**src/rtl/ps2_host_tx.sv**
```systemverilog
// PS/2 host-to-device command transmitter: inhibits the bus, sends start/8 data/parity/stop
// on device clock falls, samples the device ACK and reports completion or timeout.
module ps2_host_tx #(
    parameter int unsigned INHIBIT_CYCLES = 3500,
    parameter int unsigned TIMEOUT_CYCLES = 420000,
    parameter int unsigned FILTER_LEN     = 8
) (
    input  logic       clk28,
    input  logic       rst,
    input  logic       ps2_clk,
    input  logic       ps2_dat,
    output logic       ps2_clk_oe,
    output logic       ps2_dat_oe,
    input  logic [7:0] tx_data,
    input  logic       tx_valid,
    output logic       tx_ready,
    output logic       tx_done,
    output logic       tx_err
);

    localparam int unsigned CNT_MAX = (INHIBIT_CYCLES > TIMEOUT_CYCLES) ? INHIBIT_CYCLES : TIMEOUT_CYCLES;
    localparam int unsigned CNT_W   = $clog2(CNT_MAX + 1);
    localparam int unsigned FLT_W   = (FILTER_LEN > 1) ? $clog2(FILTER_LEN) : 1;

    localparam logic [2:0] S_IDLE      = 3'd0;
    localparam logic [2:0] S_INHIBIT   = 3'd1;
    localparam logic [2:0] S_START     = 3'd2;
    localparam logic [2:0] S_BITS      = 3'd3;
    localparam logic [2:0] S_ACK       = 3'd4;
    localparam logic [2:0] S_WAIT_IDLE = 3'd5;

    logic             r_clk_s1, r_clk_s2, r_dat_s1, r_dat_s2;
    logic             r_clk_filt;
    logic [FLT_W-1:0] r_flt_cnt;
    logic             r_fall;

    logic [2:0]       r_state, w_state_nx;
    logic [CNT_W-1:0] r_cnt, w_cnt_nx;
    logic [3:0]       r_k, w_k_nx;
    logic [7:0]       r_data, w_data_nx;
    logic             r_nack, w_nack_nx;
    logic             r_clk_oe, w_clk_oe_nx;
    logic             r_dat_oe, w_dat_oe_nx;
    logic             r_ready, w_ready_nx;
    logic             r_done, w_done_nx;
    logic             r_err, w_err_nx;
    logic             w_timeout;
    logic             w_parity;

    // Synchronizers plus clock deglitch; a level change needs FILTER_LEN consecutive differing samples
    always_ff @(posedge clk28) begin
        if (rst) begin
            r_clk_s1   <= 1'b1;
            r_clk_s2   <= 1'b1;
            r_dat_s1   <= 1'b1;
            r_dat_s2   <= 1'b1;
            r_clk_filt <= 1'b1;
            r_flt_cnt  <= '0;
            r_fall     <= 1'b0;
        end else begin
            r_clk_s1 <= ps2_clk;
            r_clk_s2 <= r_clk_s1;
            r_dat_s1 <= ps2_dat;
            r_dat_s2 <= r_dat_s1;
            r_fall   <= 1'b0;
            if (r_clk_s2 == r_clk_filt) begin
                r_flt_cnt <= '0;
            end else if (r_flt_cnt == FLT_W'(FILTER_LEN - 1)) begin
                r_flt_cnt  <= '0;
                r_clk_filt <= r_clk_s2;
                r_fall     <= ~r_clk_s2;
            end else begin
                r_flt_cnt <= r_flt_cnt + FLT_W'(1);
            end
        end
    end

    assign w_timeout = (r_cnt == CNT_W'(TIMEOUT_CYCLES - 1));
    assign w_parity  = ~^r_data;

    // Next-state and next-output logic; all outputs are registered from these values
    always_comb begin
        w_state_nx  = r_state;
        w_cnt_nx    = r_cnt;
        w_k_nx      = r_k;
        w_data_nx   = r_data;
        w_nack_nx   = r_nack;
        w_clk_oe_nx = r_clk_oe;
        w_dat_oe_nx = r_dat_oe;
        w_ready_nx  = 1'b0;
        w_done_nx   = 1'b0;
        w_err_nx    = 1'b0;

        case (r_state)
            S_IDLE: begin
                w_clk_oe_nx = 1'b0;
                w_dat_oe_nx = 1'b0;
                w_ready_nx  = 1'b1;
                if (tx_valid && r_ready) begin
                    w_data_nx   = tx_data;
                    w_state_nx  = S_INHIBIT;
                    w_cnt_nx    = '0;
                    w_clk_oe_nx = 1'b1;
                    w_ready_nx  = 1'b0;
                end
            end
            S_INHIBIT: begin
                if (r_cnt == CNT_W'(INHIBIT_CYCLES - 1)) begin
                    w_state_nx  = S_START;
                    w_cnt_nx    = '0;
                    w_dat_oe_nx = 1'b1;
                end else begin
                    w_cnt_nx = r_cnt + CNT_W'(1);
                end
            end
            S_START: begin
                w_state_nx  = S_BITS;
                w_clk_oe_nx = 1'b0;
                w_k_nx      = 4'd0;
                w_cnt_nx    = '0;
            end
            S_BITS: begin
                if (r_fall) begin
                    w_cnt_nx = '0;
                    w_k_nx   = r_k + 4'd1;
                    if (r_k < 4'd8) begin
                        w_dat_oe_nx = ~r_data[r_k[2:0]];
                    end else if (r_k == 4'd8) begin
                        w_dat_oe_nx = ~w_parity;
                    end else begin
                        w_dat_oe_nx = 1'b0;
                        w_state_nx  = S_ACK;
                    end
                end else if (w_timeout) begin
                    w_state_nx  = S_IDLE;
                    w_clk_oe_nx = 1'b0;
                    w_dat_oe_nx = 1'b0;
                    w_done_nx   = 1'b1;
                    w_err_nx    = 1'b1;
                    w_cnt_nx    = '0;
                end else begin
                    w_cnt_nx = r_cnt + CNT_W'(1);
                end
            end
            S_ACK: begin
                if (r_fall) begin
                    w_nack_nx  = r_dat_s2;
                    w_state_nx = S_WAIT_IDLE;
                    w_cnt_nx   = '0;
                end else if (w_timeout) begin
                    w_state_nx  = S_IDLE;
                    w_clk_oe_nx = 1'b0;
                    w_dat_oe_nx = 1'b0;
                    w_done_nx   = 1'b1;
                    w_err_nx    = 1'b1;
                    w_cnt_nx    = '0;
                end else begin
                    w_cnt_nx = r_cnt + CNT_W'(1);
                end
            end
            S_WAIT_IDLE: begin
                // Bus idle: both lines released and high after the device's ACK
                if (r_clk_filt && r_dat_s2) begin
                    w_state_nx = S_IDLE;
                    w_done_nx  = 1'b1;
                    w_err_nx   = r_nack;
                    w_cnt_nx   = '0;
                end else if (w_timeout || r_fall) begin
                    w_cnt_nx = '0;
                    if (!r_fall) begin
                        w_state_nx  = S_IDLE;
                        w_clk_oe_nx = 1'b0;
                        w_dat_oe_nx = 1'b0;
                        w_done_nx   = 1'b1;
                        w_err_nx    = 1'b1;
                    end
                end else begin
                    w_cnt_nx = r_cnt + CNT_W'(1);
                end
            end
            default: begin
                w_state_nx  = S_IDLE;
                w_clk_oe_nx = 1'b0;
                w_dat_oe_nx = 1'b0;
                w_cnt_nx    = '0;
            end
        endcase
    end

    always_ff @(posedge clk28) begin
        if (rst) begin
            r_state  <= S_IDLE;
            r_cnt    <= '0;
            r_k      <= '0;
            r_data   <= '0;
            r_nack   <= 1'b0;
            r_clk_oe <= 1'b0;
            r_dat_oe <= 1'b0;
            r_ready  <= 1'b0;
            r_done   <= 1'b0;
            r_err    <= 1'b0;
        end else begin
            r_state  <= w_state_nx;
            r_cnt    <= w_cnt_nx;
            r_k      <= w_k_nx;
            r_data   <= w_data_nx;
            r_nack   <= w_nack_nx;
            r_clk_oe <= w_clk_oe_nx;
            r_dat_oe <= w_dat_oe_nx;
            r_ready  <= w_ready_nx;
            r_done   <= w_done_nx;
            r_err    <= w_err_nx;
        end
    end

    assign ps2_clk_oe = r_clk_oe;
    assign ps2_dat_oe = r_dat_oe;
    assign tx_ready   = r_ready;
    assign tx_done    = r_done;
    assign tx_err     = r_err;

endmodule

```
**config.mk**
```make
export PLATFORM = sky130hd
export DESIGN_NAME = ps2_host_tx
export DESIGN_NICKNAME = d
export VERILOG_FILES = /design/src/rtl/ps2_host_tx.sv
export SDC_FILE = /design/constraint.sdc
export NUM_CORES = 1
export LEC_CHECK = 0
export ABC_AREA = 1
export BUFFER_PORTS_ARGS = -buffer_cell sky130_fd_sc_hd__buf_2
export CAP_MARGIN = 5
export CORE_MARGIN = 3
export CORE_UTILIZATION = 50
export CTS_CLUSTER_DIAMETER = 150
export DETAILED_ROUTE_END_ITERATION = 8
export PLACE_DENSITY = 0.72
export SYNTH_ARGS = -nofsm -noshare
export SYNTH_HDL_FRONTEND = slang
export SYNTH_SLANG_ARGS = --single-unit
export TNS_END_PERCENT = 1
```
**constraint.sdc**
```tcl
create_clock -name clk28 -period 2.11 [get_ports clk28]
set_input_delay 0.1055 -clock clk28 [delete_from_list [all_inputs] [get_ports clk28]]
set_output_delay 0.1055 -clock clk28 [all_outputs]
set_load 0.02 [all_outputs]
```
==> qor.csv <==
metric,value,unit
DRT iter0 DRCs,160,
Placer Congestion,0.933,
via count,2571,
Post-Place Cell Area,0.00287,mm²
hpwl dp,4.53,mm
min cycle time layout,1760,ps
I/O pin cnt,18,
combinational cell fraction of total power,31.2,%
Max Freq,568,MHz
first-pass GRT wire length,10.6,mm
layout cells sized above 1,14.2,%
Max Cap Viol,0,
sw frac,38.1,%
"Seq/Total Area, Yosys",36.0,%
Overflow after GRT,0,
H-tree levels,2,
Yosys cell types,33,
Post-CTS Hold Buffers,2,
initial antenna violation count,0,
Synth Area per Inst,6.66,µm²
RSZ-0062 raised after global routing,false,
flop and latch count out of synthesis,49,
Worst Setup Path Type,flop to flop,
die height,79.8,µm
worst stage delay on the critical path,490,ps
Area Overhead vs Synth,9.33,%
CP cell instances,"inv_1, ha_1, nand2_1, nand2_1, nand3_1, nand2_1, a21oi_1, nand2_1, nor2_2, nand2_1, a21oi_1",
"delay-heaviest family, CP",simple AND/OR/NAND/NOR gates,
ANT cells,0,
cell mode on critical path,nand2_1,
final non-filler cell total,500,
Final setup viols,0,
max-slew violation count,0,
syn nets,427,
Flop pwr share,45.2,%
Placed Instances,490,
maximum vdd drop,0.357,mV
Sum Neg Setup Slack,0,ps
Core ar.,0.00517,mm²
Setup Buffers After CTS,0,
vias in the first global route,2367,
nature of the critical path startpoint,flop,
final period utilization,83.4,%
CP bufs+invs,1,
nets,447,
worst path arrival time,2000,ps
worst-margin pin slew,510,ps
initial core utilization,52.6,%
Mapped Area,0.00272,mm²
clk slew on worst S/H paths,90,ps
Final Hold Vio Count,0,
die area,0.00637,mm²
Final Instance Area,0.00298,mm²
Worst EP required,2350,ps
Residual DRC,0,
Skew-Pair Late Insertion Delay,300,ps
Power Density,793,mW/mm²
total CTS buffers,5,
Worst slew margin,65.9,%
"Power, Total",2.36,mW
pin count of the biggest net entering global routing,20,
switching power,899,µW
DRT antenna net count,0,
First-pass DRT Iterations,4,
Leakage Power,1.33,nW
Post-CTS Resized,0,
Crit Path Max Fanout,9,
slowest CP cell,dfxtp_1,
# rows,26,
die width,79.8,µm
port bufs,17,
root buffer cell,clkbuf_8,
outcome,completed,
"Warnings, synthesis",0,
clock share of power,23.5,%
DR WL/cell,12.0,µm
drt via density,5.14,
DRT Wirelength,5.99,mm
Total Routing Usage GR,20.7,%
Clock Skews,8.00,ps
CTS tree,done,
Post-Synthesis Cells,409,
CTS Sinks,49,
clock buffer depth,2,
Worst Hold Class,primary input to flop,
kind of end point of the critical path,flop,
Internal,1.46,mW
# fillers,517,
[synthesized netlist by cell type]
library cell    n  share of area, %
clkbuf_1        3              0.41
nor3_2          1              0.37
nor3_1         10               1.8
dfxtp_1        49                36
buf_4           1              0.28
inv_2           7              0.97
nand3_2         4               1.5
nand3_1        28               5.1
nor2_4          3               1.2
buf_2           3              0.55
inv_1          50               6.9
o21ai_0        16               2.9
a21oi_1        30               5.5
nand2_1       104                14
nand2_2         8               1.8
xnor2_1         2              0.64
clkinv_1        1              0.14
a211oi_1        2              0.55
a21oi_2         1              0.32
o21ai_1         8               1.5
nor2_1         42               5.8
ha_1            5               2.3
nor3b_1         1              0.28
nor3_4          2               1.2
xor2_1          3              0.97
nor2_2          4              0.92
nor4b_1         1              0.32
or2_2           4              0.92
o211ai_2        1              0.46
o21bai_2        1              0.41
o211ai_1        5               1.4
nand3b_1        1              0.28
nand4_1         8               1.8
[state kept, by name, indices dropped and copies added, names as in the netlist]
| register | cells |
|---|---|
| r_clk_s2 | 1 |
| r_dat_s2 | 1 |
| r_cnt | 19 |
| tx_done | 1 |
| r_dat_s1 | 1 |
| r_state | 3 |
| r_data | 8 |
| r_clk_s1 | 1 |
| r_nack | 1 |
| r_flt_cnt | 3 |
| r_fall | 1 |
| r_k | 4 |
| tx_err | 1 |
| r_clk_filt | 1 |
| ps2_dat_oe | 1 |
| tx_ready | 1 |
| ps2_clk_oe | 1 |
[cells in the final DEF, fill, tap and decap left out, types with 7 or more instances in the layout]
cell type,instances
a21oi_1,30
buf_2,17
dfxtp_1,49
inv_1,50
inv_2,7
nand2_1,104
nand2_2,8
nand3_1,28
nand4_1,8
nor2_1,42
nor3_1,10
o21ai_0,16
o21ai_1,8
[worst reg2reg max path, cell delays in order, from the launching register on]
cell and delay, ps:
dfxtp_1 490, inv_1 150, ha_1 220, nand2_1 60, nand2_1 40, nand3_1 120
nand2_1 60, a21oi_1 160, nand2_1 110, nor2_2 110, nand2_1 60, a21oi_1 110
[through the flow]
| stage | worst slack (ps) | hold WS [ps] | utilization (%) |
|---|---|---|---|
| 2_1_floorplan | 466 | 209 | - |
| 3_3_place_gp | 465 | 294 | 55.5 |
| 3_5_place_dp | 400 | 293 | 55.5 |
| 4_1_cts | 354 | 69.9 | 57.5 |
| 5_1_grt | 127 | 112 | 57.5 |
| 6_report | 351 | 78.5 | 57.5 |
[area by class of cell]
| cell class | instances | area [µm²] | area share, % |
|---|---|---|---|
| Inverter | 58 | 218 | 7.31 |
| Timing Repair Buffer | 20 | 113 | 3.78 |
| Sequential cell | 49 | 981 | 33.0 |
| Tap cell | 70 | 87.6 | 2.94 |
| Clock buffer | 6 | 72.6 | 2.44 |
| Multi-Input combinational cell | 295 | 1490 | 50.1 |
| Clock inverter | 2 | 15.0 | 0.504 |
[power by group through the flow]
stage          clock [mW]  combinational [mW]  sequential, mW
6_report            0.555               0.738            1.07
3_3_place_gp            0               0.725            1.09
2_1_floorplan           0               0.564            1.10
5_1_grt             0.615               0.841            1.08
3_5_place_dp            0               0.733            1.09
4_1_cts             0.575               0.738            1.07
[logic make-up after synthesis]
| logic type | after synthesis | synth area share, % |
|---|---|---|
| AOI/OAI and AO/OA | 64 | 13.1 |
| xor gates and xnor gates | 5 | 1.61 |
| adders and majority gates | 5 | 2.30 |
| buffers and inverters | 65 | 9.24 |
| DFF | 49 | 36.0 |
| and+or+nand+nor | 221 | 37.8 |
[worst paths after layout]
| kind | end | cells past startpoint | start | slack (ps) |
|---|---|---|---|---|
| min | r_data[7] | 3 | tx_data[7] | 80 |
| max | r_state[0] | 11 | r_k[0] | 350 |
| max reg2reg | r_state[0] | 11 | r_k[0] | 350 |
| min reg2reg | r_clk_s2 | 1 | r_clk_s1 | 420 |
[metal layers]
metal	global-route usage, %	vias to the layer above	share of wire, %
li1	-	1357	-
met1	26.3	1162	46
met2	35.6	42	49
met3	4.06	10	3.5
met4	6.25	0	1.4
met5	0	-	0
Power figures use the tool's default switching activity.
